<file path="src/rtl/eth_tx_stage_seq_if.sv">
// eth_tx_stage_seq_if: frame request, byte handshake and stage status bundle
interface eth_tx_stage_seq_if #(parameter int LEN_W = 11);
  logic start;
  logic [LEN_W-1:0] payload_len;
  logic byte_rdy;
  logic [6:0] stage;
  logic [LEN_W-1:0] byte_idx;
  logic last_byte;
  logic busy;
  logic done;
  logic len_err;
  modport master (
    output start, payload_len, byte_rdy,
    input stage, byte_idx, last_byte, busy, done, len_err
  );
  modport slave (
    input start, payload_len, byte_rdy,
    output stage, byte_idx, last_byte, busy, done, len_err
  );
endinterface

</file>
<file path="src/rtl/eth_tx_stage_seq.sv">
// eth_tx_stage_seq: one-hot Ethernet transmit stage sequencer with per-stage byte index
module eth_tx_stage_seq #(
  parameter int MIN_PAYLOAD = 46,
  parameter int MAX_PAYLOAD = 1500,
  parameter int IFG_BYTES = 12,
  parameter int LEN_W = 11
) (
  input logic clk,
  input logic rst,
  eth_tx_stage_seq_if.slave bus
);
  typedef enum logic [6:0] {
    IDLE = 7'h00,
    PRE = 7'h01,
    SFD = 7'h02,
    HDR = 7'h04,
    PL = 7'h08,
    PAD = 7'h10,
    FCS = 7'h20,
    IFG = 7'h40
  } state_t;
  state_t st, nxt;
  logic [LEN_W-1:0] idx, len_q, pad_q, slen;
  logic last, done_q, len_err_q;
  // length of the stage currently being emitted
  always_comb begin
    slen = st == PRE ? LEN_W'(7) :
           st == SFD ? LEN_W'(1) :
           st == HDR ? LEN_W'(14) :
           st == PL ? len_q :
           st == PAD ? pad_q :
           st == FCS ? LEN_W'(4) :
           st == IFG ? LEN_W'(IFG_BYTES) : '0;
    last = (st != IDLE) && (idx == slen - 1'b1);
  end
  // next non-empty stage; empty PAYLOAD/PAD are skipped without a dead cycle
  always_comb begin
    nxt = IDLE;
    case (st)
      PRE: nxt = SFD;
      SFD: nxt = HDR;
      HDR: nxt = len_q != '0 ? PL : pad_q != '0 ? PAD : FCS;
      PL: nxt = pad_q != '0 ? PAD : FCS;
      PAD: nxt = FCS;
      FCS: nxt = IFG;
      default: nxt = IDLE;
    endcase
  end
  // frame capture, byte stepping and one-cycle status pulses
  always_ff @(posedge clk or posedge rst) begin
    if (rst) begin
      st <= IDLE;
      idx <= '0;
      len_q <= '0;
      pad_q <= '0;
      done_q <= 1'b0;
      len_err_q <= 1'b0;
    end else begin
      done_q <= 1'b0;
      len_err_q <= 1'b0;
      if (st == IDLE) begin
        if (bus.start && bus.payload_len <= LEN_W'(MAX_PAYLOAD)) begin
          st <= PRE;
          len_q <= bus.payload_len;
          pad_q <= bus.payload_len < LEN_W'(MIN_PAYLOAD) ? LEN_W'(MIN_PAYLOAD) - bus.payload_len : '0;
        end else if (bus.start) begin
          len_err_q <= 1'b1;
        end
      end else if (bus.byte_rdy) begin
        if (last) begin
          st <= nxt;
          idx <= '0;
          done_q <= st == IFG;
        end else begin
          idx <= idx + 1'b1;
        end
      end
    end
  end
  assign bus.stage = st;
  assign bus.byte_idx = idx;
  assign bus.last_byte = last;
  assign bus.busy = st != IDLE;
  assign bus.done = done_q;
  assign bus.len_err = len_err_q;
endmodule
</file>
<file path="src/flat_wrapper.sv">
// flat-port wrapper written by rule: the top's interface ports become plain ports
module eth_tx_stage_seq_flat 
#(
  parameter int MIN_PAYLOAD = 46,
  parameter int MAX_PAYLOAD = 1500,
  parameter int IFG_BYTES = 12,
  parameter int LEN_W = 11
)
  (clk, rst, bus_start, bus_payload_len, bus_byte_rdy, bus_stage, bus_byte_idx, bus_last_byte, bus_busy, bus_done, bus_len_err);
  eth_tx_stage_seq_if #(.LEN_W(LEN_W)) bus_i ();
  input logic clk;
  input logic rst;
  input wire logic [$bits(bus_i.start)-1:0] bus_start;
  input wire logic [$bits(bus_i.payload_len)-1:0] bus_payload_len;
  input wire logic [$bits(bus_i.byte_rdy)-1:0] bus_byte_rdy;
  output wire logic [$bits(bus_i.stage)-1:0] bus_stage;
  output wire logic [$bits(bus_i.byte_idx)-1:0] bus_byte_idx;
  output wire logic [$bits(bus_i.last_byte)-1:0] bus_last_byte;
  output wire logic [$bits(bus_i.busy)-1:0] bus_busy;
  output wire logic [$bits(bus_i.done)-1:0] bus_done;
  output wire logic [$bits(bus_i.len_err)-1:0] bus_len_err;
  assign bus_i.start = bus_start;
  assign bus_i.payload_len = bus_payload_len;
  assign bus_i.byte_rdy = bus_byte_rdy;
  assign bus_stage = bus_i.stage;
  assign bus_byte_idx = bus_i.byte_idx;
  assign bus_last_byte = bus_i.last_byte;
  assign bus_busy = bus_i.busy;
  assign bus_done = bus_i.done;
  assign bus_len_err = bus_i.len_err;
  eth_tx_stage_seq #(.MIN_PAYLOAD(MIN_PAYLOAD), .MAX_PAYLOAD(MAX_PAYLOAD), .IFG_BYTES(IFG_BYTES), .LEN_W(LEN_W)) u_core (.clk(clk), .rst(rst), .bus(bus_i));
endmodule
</file>
<file path="config.mk">
export PLATFORM = sky130hd
export DESIGN_NAME = eth_tx_stage_seq_flat
export DESIGN_NICKNAME = d
export VERILOG_FILES = /design/src/rtl/eth_tx_stage_seq_if.sv /design/src/rtl/eth_tx_stage_seq.sv /design/src/flat_wrapper.sv
export SDC_FILE = /design/constraint.sdc
export NUM_CORES = 1
export LEC_CHECK = 0
export ABC_AREA = 1
export CAP_MARGIN = 30
export CORE_ASPECT_RATIO = 1.2
export CORE_MARGIN = 3
export CORE_UTILIZATION = 47
export DETAILED_ROUTE_END_ITERATION = 10
export PLACE_DENSITY = 0.68
export SYNTH_ARGS = -nofsm -noshare
export SYNTH_HDL_FRONTEND = slang
export SYNTH_SLANG_ARGS = --single-unit
</file>
<file path="constraint.sdc">
create_clock -name clk -period 3.5 [get_ports clk]
set_input_delay 0.35 -clock clk [delete_from_list [all_inputs] [get_ports clk]]
set_output_delay 0.35 -clock clk [all_outputs]
set_load 0.05 [all_outputs]
</file>
==> results of run 1 <==
==> final timing paths <==
check                                          to  slack, ns  cells after the start
max reg2reg                u_core.bus.byte_idx[8]       0.73                     20
min                        u_core.bus.byte_idx[0]       0.48                      3
max in group asynchronous         u_core.pad_q[7]       2.66                      3
min in group clk                  u_core.pad_q[7]       0.52                      2
max                                 bus_last_byte       0.36                     18
min reg2reg                       u_core.pad_q[7]       0.52                      2
==> worst max-delay path, stage by stage, from the launching register on <==
cell and delay, ns:
dfrtp_1 0.53, nor2_1 0.17, nand2_2 0.11, nor2_8 0.18, nand2_1 0.09, nand3_1 0.10, nor2_1 0.05, ha_1 0.28
xnor2_1 0.12, nor2_1 0.10, o21ai_0 0.08, nor2_1 0.09, nand2_1 0.07, nor2_1 0.09, nand2_1 0.05, nor2_1 0.08
nand3_1 0.08, inv_2 0.09, buf_12 0.13
==> cell type report <==
cell class,instances,share of cell area (%)
Timing Repair Buffer,39,10.6
Clock buffer,6,1.97
Tap cell,82,2.78
Sequential cell,42,28.5
Clock inverter,2,1.02
Inverter,75,7.70
Multi-Input combinational cell,332,47.4
==> kinds of logic (layout without fill, tap and decap cells) <==
group | Yosys count | in the layout
and+or+nand+nor | 274 | 274
buffers and inverters | 79 | 122
DFF | 42 | 42
AOI/OAI and AO/OA | 40 | 40
xor gates and xnor gates | 13 | 13
adders and majority gates | 5 | 5
==> power breakdown <==
part           switching [uW]  total, uW  internal, uW
registers                 182        810           627
logic                    1270       1920           656
clock network             175        388           213
==> layer usage <==
metal  up-vias  share of wire [%]
met1      1354                 42
met4         0                2.5
met2        88                 50
met3        17                4.8
met5         -                  0
li1       1519                  -
==> sequential cells by signal, indices dropped and copies added (netlist names) <==
register and flops:
u_core.bus.stage 7, u_core.bus.len_err 1, u_core.pad_q 11, u_core.bus.done 1
u_core.bus.byte_idx 11, u_core.len_q 11
==> stage by stage <==
stage | total power, uW | cell area, um2
finish | 3120 | 3690
global route | 3370 | 3690
CTS | 3130 | 3690
detailed placement | 2740 | 3580
global placement | 2710 | 3580
floorplan | 2250 | 3110
==> synthesized netlist by cell type (all sizes together) <==
cell type | instances | share of area [%]
a31o | 1 | 0.28
nor2 | 63 | 11
nor4 | 4 | 0.81
xor2 | 11 | 3.6
buf | 1 | 0.36
clkinv | 3 | 0.36
o211ai | 1 | 0.24
o21ai | 28 | 4.6
nor3 | 6 | 0.97
inv | 72 | 8.8
nand4 | 11 | 2.2
or2 | 2 | 0.40
o22ai | 2 | 0.40
dfrtp | 42 | 34
xnor2 | 2 | 0.56
nand3b | 2 | 0.48
o21bai | 2 | 0.48
nand3 | 50 | 8.9
nand2 | 136 | 19
clkbuf | 3 | 0.36
a21oi | 6 | 0.97
ha | 5 | 2.0
==> results.md, run 1 <==
- Worst Setup Start Kind: register
- Met2 usage: roughly 37%
- Register area share after synthesis: around 34%
- Post-Place Worst Slack: 0.689 ns
- Slew @ Worst Pin: between 0.5 and 0.6 ns
- CP required: 3.15 ns
- CTS resizes: 0
- Top Ports: 37
- Final setup viols: 0
- Area of the multi-input gates: ~1700 um2
- Crit. End Element: output port
- Clock skew: 0.0106 ns
- Fillers: about 600
- Setup TNS: 0 ns
- 1st-iter DRT viols: around 130
- Critical setup path kind: register to output port
- Max Cap Violations: 0
- Status: finished clean
- Detailed Place HPWL: 6080 um
- Final hold violations: 0
- Setup ws final: between 0.3 and 0.4 ns
- Crit path launch: u_core.bus.stage[6]
- Max-slew headroom: around three fifths
- Post-synthesis compound-gate area fraction: under 10%
- Die width: between 80 and 90 um
- CTS clk-pin slew, worst paths: approximately 0.09 ns
- Clk root buf: clkbuf_8
- Die span in y: approximately 95 um
- PwrDens: ~850 nW/um2
- RePlAce Congestion: 0.934
- CTS Buf Count: 5
- GRT overflow: 0
- Largest family of logic cells by synthesized area: simple AND/OR/NAND/NOR gates
- Layout Nets: 515
- Initial antenna violation count: 0
- Avg Inst Size Synth: between 6 and 7 um2
- Register bit count reported by yosys: 42
- Most common cell after layout, fill and taps aside: nand2_1
- Finished Layout Cells: slightly below 600
- Syn Nets: approximately 470
- Met3 usage: ~3.5%
- Initial Util: between 50% and 60%
- Antenna cells: 0
- GRT Util Overall: 20.9%
- Sequential cell area: around 1100 um2
- First-pass GRT wire length: roughly 13000 um
- First-pass DRT Iterations: 5
- Post-Synthesis Cells: around 450
- Die footprint: about 7600 um2
- Arrival time at the worst endpoint: 2.79 ns
- Port Buffer Count: 36
- Peak supply drop: between 300 and 400 uV
- Largest net degree at the start of global routing: 43
- Antenna-violating nets left: 0
- Post-CTS setup buffers: 0
- HP Class: input pin to asynchronous set/reset pin
- Area grow syn2layout: 18.8%
- Placeable Area: ~6200 um2
- Final core utilization: 59.5%
- GRT met1 Usage: between 20 and 30%
- Yosys warnings: 0
- Total Wirelength: around 7400 um
- Grt peak-use layer: met2
- Most frequent cells in the layout: nand2_1 (118), inv_1 (63), nor2_1 (48)
- Simple-Gate Fraction of Synth Area: between 40% and 50%
- Area share of fa/ha/maj cells after synthesis: under 10%
- Post-synthesis mux area share: 0%
- Unrepaired setup endpoints after global routing: no
- Post-Place Cells: 570
- CTS H-tree lvls: 2
- Post-route clock period utilization: between 80% and 90%
- Mapped cell area: around 3100 um2
- CTS tree: done
- Clock Sink Count: 42
- Routed WL per cell: 12.7 um
- DR vias/cell: 5.15
- Final min period: between 3 and 4 ns
- Final Max Tran Viols: 0
- Vias in the first global route: ~2700
- Hold_buf cts: 0
- Clock buffer depth: 2
- Drc violations: 0
- Post-synthesis xor/xnor area fraction: roughly 4.1%
- Max Fclk: between 300 and 400 MHz
- WHS: around 0.48 ns
- Row cnt: 31
- Share of cells above drive strength 1: 12.7%
- Clk Latency, worst-skew pair: around 0.30 ns
- Yosys cell types: 34
- Leak: a little under 0.002 uW
- Worst Path Max Fanout: 9
- Vias: between 2000 and 3000
- Reg2Reg Launch Point: u_core.bus.stage[6]
(Power assumes the default switching activity.)
==> run 2: changes to the inputs <==
- CORE_UTILIZATION: 47 -> 57
- PLACE_DENSITY: 0.68 -> 0.8
==> results.md, run 2 (synthesized netlist as in run 1, its figures left out) <==
- GRT overflow: 0
- Arrival time at the worst endpoint: around 2.8 ns
- Share of cells above drive strength 1: around 13%
- Area grow syn2layout: 16.8%
- Worst Setup Start Kind: register
- Final min period: 3.12 ns
- Unrepaired setup endpoints after global routing: no
- Final Max Tran Viols: 0
- PwrDens: roughly 840 nW/um2
- Antenna cells: 0
- Critical setup path kind: register to output port
- Die span in y: between 80 and 90 um
- 1st-iter DRT viols: approximately 120
- HP Class: input pin to asynchronous set/reset pin
- Leak: roughly 0.0020 uW
- Vias in the first global route: 2770
- Die footprint: around 6400 um2
- Placeable Area: approximately 5100 um2
- Drc violations: 0
- Final setup viols: 0
- Max Fclk: around 320 MHz
- Final core utilization: a little over 70%
- GRT Util Overall: 24.4%
- Setup ws final: roughly 0.38 ns
- Most common cell after layout, fill and taps aside: nand2_1
- Port Buffer Count: 36
- Post-route clock period utilization: between 80% and 90%
- Reg2Reg Depth: 20
- First-pass GRT wire length: between 10000 and 15000 um
- R2r setup slk: about 0.74 ns
- Clock Sink Count: 42
- CP required: 3.15 ns
- Post-CTS setup buffers: 0
- CTS resizes: 0
- Post-Place Worst Slack: between 0.7 and 0.8 ns
- Layout Nets: approximately 510
- Top Ports: 37
- Row cnt: 28
- Reg2Reg Launch Point: u_core.bus.stage[6]
- Clock skew: about 0.012 ns
- Worst Path Max Fanout: 9
- Clock buffer depth: 2
- Max-slew headroom: around 65%
- Peak supply drop: about 460 uV
- R2r endpoint: u_core.bus.byte_idx[4]
- Routed WL per cell: between 10 and 15 um
- Initial antenna violation count: 0
- DR vias/cell: 5.30
- Status: finished clean
- CTS clk-pin slew, worst paths: approximately 0.090 ns
- CTS tree: done
- Crit. End Element: output port
- Largest net degree at the start of global routing: 43
- Detailed Place HPWL: between 5000 and 6000 um
- RePlAce Congestion: 0.891
- Antenna-violating nets left: 0
- Hold_buf cts: 0
- Most frequent cells in the layout: nand2_1 (118), inv_1 (63), nor2_1 (48)
- Max Cap Violations: 0
- Final hold violations: 0
- Setup TNS: 0 ns
- Die width: between 70 and 80 um
- Clk root buf: clkbuf_8
- Initial Util: between 60% and 70%
- Total Wirelength: around 7300 um
- First-pass DRT Iterations: 4
- CTS H-tree lvls: 2
- Clk Latency, worst-skew pair: about 0.3 ns
- Slew @ Worst Pin: 0.532 ns
- Vias: a little under 3000
- CTS Buf Count: 5
- Tot Pwr: 3040 uW
run 2: changes by cell type in the layout (fill, tap and decap cells not counted), sizes merged:
cell	delta
buf	-1
bufinv	-1
clkbuf	-1
clkinvlp	+1
run 2: report_power, final:
part	internal [uW]	total (uW)	switching (uW)
registers	627	817	190
logic	653	1910	1260
clock network	136	316	180
total	1420	3040	1630
run 2: worst max path at each step:
stage	slack [ns]	start	to	cells after the start
6_report	0.38	u_core.bus.stage[6]	bus_last_byte	18
5_1_grt	0.1	u_core.bus.stage[4]	bus_last_byte	18
4_1_cts	0.36	u_core.bus.stage[6]	bus_last_byte	18
3_5_place_dp	0.70	u_core.bus.stage[6]	bus_last_byte	18
3_3_place_gp	0.72	u_core.bus.stage[4]	bus_last_byte	18
2_1_floorplan	0.52	u_core.bus.stage[6]	u_core.bus.byte_idx[6]	21
run 2: stage by stage:
stage,cell area (um2),instances,hold slack (ns)
floorplan,3110,453,0.471
global placement,3540,547,0.502
detailed placement,3540,547,0.505
CTS,3630,554,0.498
global route,3630,554,0.556
finish,3630,554,0.483
run 2: worst max-delay path, stage by stage (launching register included):
cell and delay, ns:
dfrtp_1 0.52, nor2_1 0.18, nand2_2 0.11, nor2_8 0.18, nand2_1 0.09, nand3_1 0.09, nor2_1 0.05, ha_1 0.28
xnor2_1 0.12, nor2_1 0.09, o21ai_0 0.08, nor2_1 0.09, nand2_1 0.07, nor2_1 0.09, nand2_1 0.05, nor2_1 0.08
nand3_1 0.08, inv_2 0.09, buf_12 0.13
run 2: final cells by class:
class / instances / area [um2]
well taps: 60 / 75.1
clock buffers: 5 / 68.8
flip-flops and latches: 42 / 1050
multi-input cells: 332 / 1750
repair buffers: 38 / 385
fillers: 465 / 1490
inverters: 75 / 284
clock inverters: 2 / 15.0
run 2: metal layers:
layer  track usage, %  part of all wire, %  vias up
met3             3.58                  3.5       19
met4             9.56                  2.6        0
met5                0                    0        -
li1                 -                    -     1514
met2             43.9                   52       66
met1             28.7                   42     1339
==> run 3: changes to the inputs <==
- SETUP_SLACK_MARGIN: unset -> 0.3
==> results.md, run 3 (synthesized netlist as in run 1, its figures left out) <==
- Row cnt: 28
- Slew @ Worst Pin: roughly 0.54 ns
- Slowest CP cell: dfrtp_2
- Status: finished clean
- Critical setup path kind: register to output port
- CTS tree: done
- WP buf/inv: 3
- Crit path cell chain: nor2_4, nand2_4, inv_4, nand3_2, nand2_2, nor2_4, ha_1, xnor2_1, nor2_1, o21ai_0, nor2_1, nand2_1, nor2_1, nand2_1, nor2_1, nand3_1, inv_2, buf_12
- Final Max Tran Viols: 0
- Die footprint: 6380 um2
- Placeable Area: around 5100 um2
- Share of cells above drive strength 1: ~17%
- Drc violations: 0
- Most common cell after layout, fill and taps aside: nand2_1
- Final setup viols: 0
- Post-Place Cells: between 500 and 600
- Clk root buf: clkbuf_8
- 1st-iter DRT viols: 109
- Setup TNS: 0 ns
- CP required: around 3.2 ns
- Worst Setup Start Kind: register
- CTS Buf Count: 5
- Arrival time at the worst endpoint: between 2 and 3 ns
- Top Ports: 37
- Die width: 73.4 um
- Antenna cells: 0
- CTS clk-pin slew, worst paths: ~0.09 ns
- Clock skew: a little over 0.009 ns
- Vias: 2999
- Unrepaired setup endpoints after global routing: no
- Max Cap Violations: 0
- Finished Layout Cells: 562
- Area grow syn2layout: 20.1%
- Vias in the first global route: between 2000 and 3000
- Leak: approximately 0.002 uW
- Fillers: 432
- HP Class: input pin to asynchronous set/reset pin
- PwrDens: 830 nW/um2
- Peak supply drop: roughly 510 uV
- Routed WL per cell: 13.5 um
- Initial Util: roughly three fifths
- Initial antenna violation count: 0
- Final hold violations: 0
- Max Fclk: ~330 MHz
- RePlAce Congestion: between 0.8 and 0.9
- Worst Path Max Fanout: 6
- GRT overflow: 0
- Final min period: about 3.0 ns
- Max-slew headroom: a little under two thirds
- Crit path largest cell delay: roughly 0.46 ns
- Total Wirelength: roughly 7600 um
- Crit. End Element: output port
- Clock buffer depth: 2
- First-pass GRT wire length: 12200 um
- Layout Nets: 522
- CP most frequent cell: nor2_1
- Most frequent cells in the layout: nand2_1 (116), inv_1 (62), nand3_1 (46)
- Detailed Place HPWL: just under 6000 um
- Antenna-violating nets left: 0
- DR vias/cell: approximately 5.3
- Post-route clock period utilization: 85.6%
- CTS H-tree lvls: 2
- Largest net degree at the start of global routing: 43
- Die span in y: approximately 87 um
- Tot Pwr: between 3000 and 4000 uW
- Clock Sink Count: 42
- Crit path max-delay family: simple AND/OR/NAND/NOR gates
- Port Buffer Count: 36
- Clk Latency, worst-skew pair: roughly 0.3 ns
- First-pass DRT Iterations: 4
- WHS: 0.481 ns
- GRT Util Overall: about a quarter
run 3: cell types whose count changed in the layout (fill, tap and decap cells not counted), sizes merged:
cell / change
buf: +8
run 3: repair_timing:
action	CTS	global route
hold buffers	0	0
setup endpoints to repair	0	1
buffers inserted	0	8
resized for setup	0	18
hold endpoints to repair	0	0
run 3: final cells by class:
type                       count  area, um2  area share [%]
clock inverter                 2       15.0           0.403
sequential                    42       1060            28.4
multi-input combinational    332       1780            47.7
clock buffer                   5       68.8            1.85
timing repair buffer          46        445            11.9
inverter                      75        287            7.68
tap                           60       75.1            2.01
run 3: worst paths after layout:
kind / from / to / slack (ns) / cells after the start
max in group asynchronous: rst / u_core.bus.stage[0] / 2.62 / 3
min reg2reg: u_core.pad_q[9] / u_core.pad_q[9] / 0.52 / 2
min: rst / u_core.bus.byte_idx[10] / 0.48 / 3
min in group clk: u_core.pad_q[9] / u_core.pad_q[9] / 0.52 / 2
max reg2reg: u_core.bus.stage[1] / u_core.bus.byte_idx[4] / 0.87 / 20
max: u_core.bus.stage[1] / bus_last_byte / 0.50 / 18
run 3: power breakdown:
group | switching (uW) | internal, uW
clock | 181 | 136
sequential | 200 | 631
combinational | 1280 | 671
run 3: metal layers:
| layer | up-vias | global-route usage, % | part of all wire, % |
|---|---|---|---|
| met4 | 0 | 9.56 | 2.7 |
| li1 | 1526 | - | - |
| met5 | - | 0 | 0 |
| met2 | 88 | 43.9 | 52 |
| met1 | 1369 | 28.7 | 41 |
| met3 | 16 | 3.58 | 3.6 |
run 3: worst register-to-register path, delay by kind of cell (launching register included):
kind	cells	cell delay, ns
AO/OA/AOI/OAI	1	0.08
AND/OR/NAND/NOR	14	1.34
buffers and inverters	3	0.23
adder cells (fa/ha/maj)	1	0.30
XOR/XNOR	1	0.12
flip-flops	1	0.46
run 3: per-stage QoR:
step | worst slack (ns) | cell area (um2) | util [%]
final | 0.505 | 3730 | 72.9
after global placement | 0.715 | 3540 | 69.3
after detailed placement | 0.702 | 3540 | 69.3
after global routing | 0.271 | 3730 | 72.9
after CTS | 0.356 | 3630 | 70.9
after floorplan | 0.516 | 3110 | -
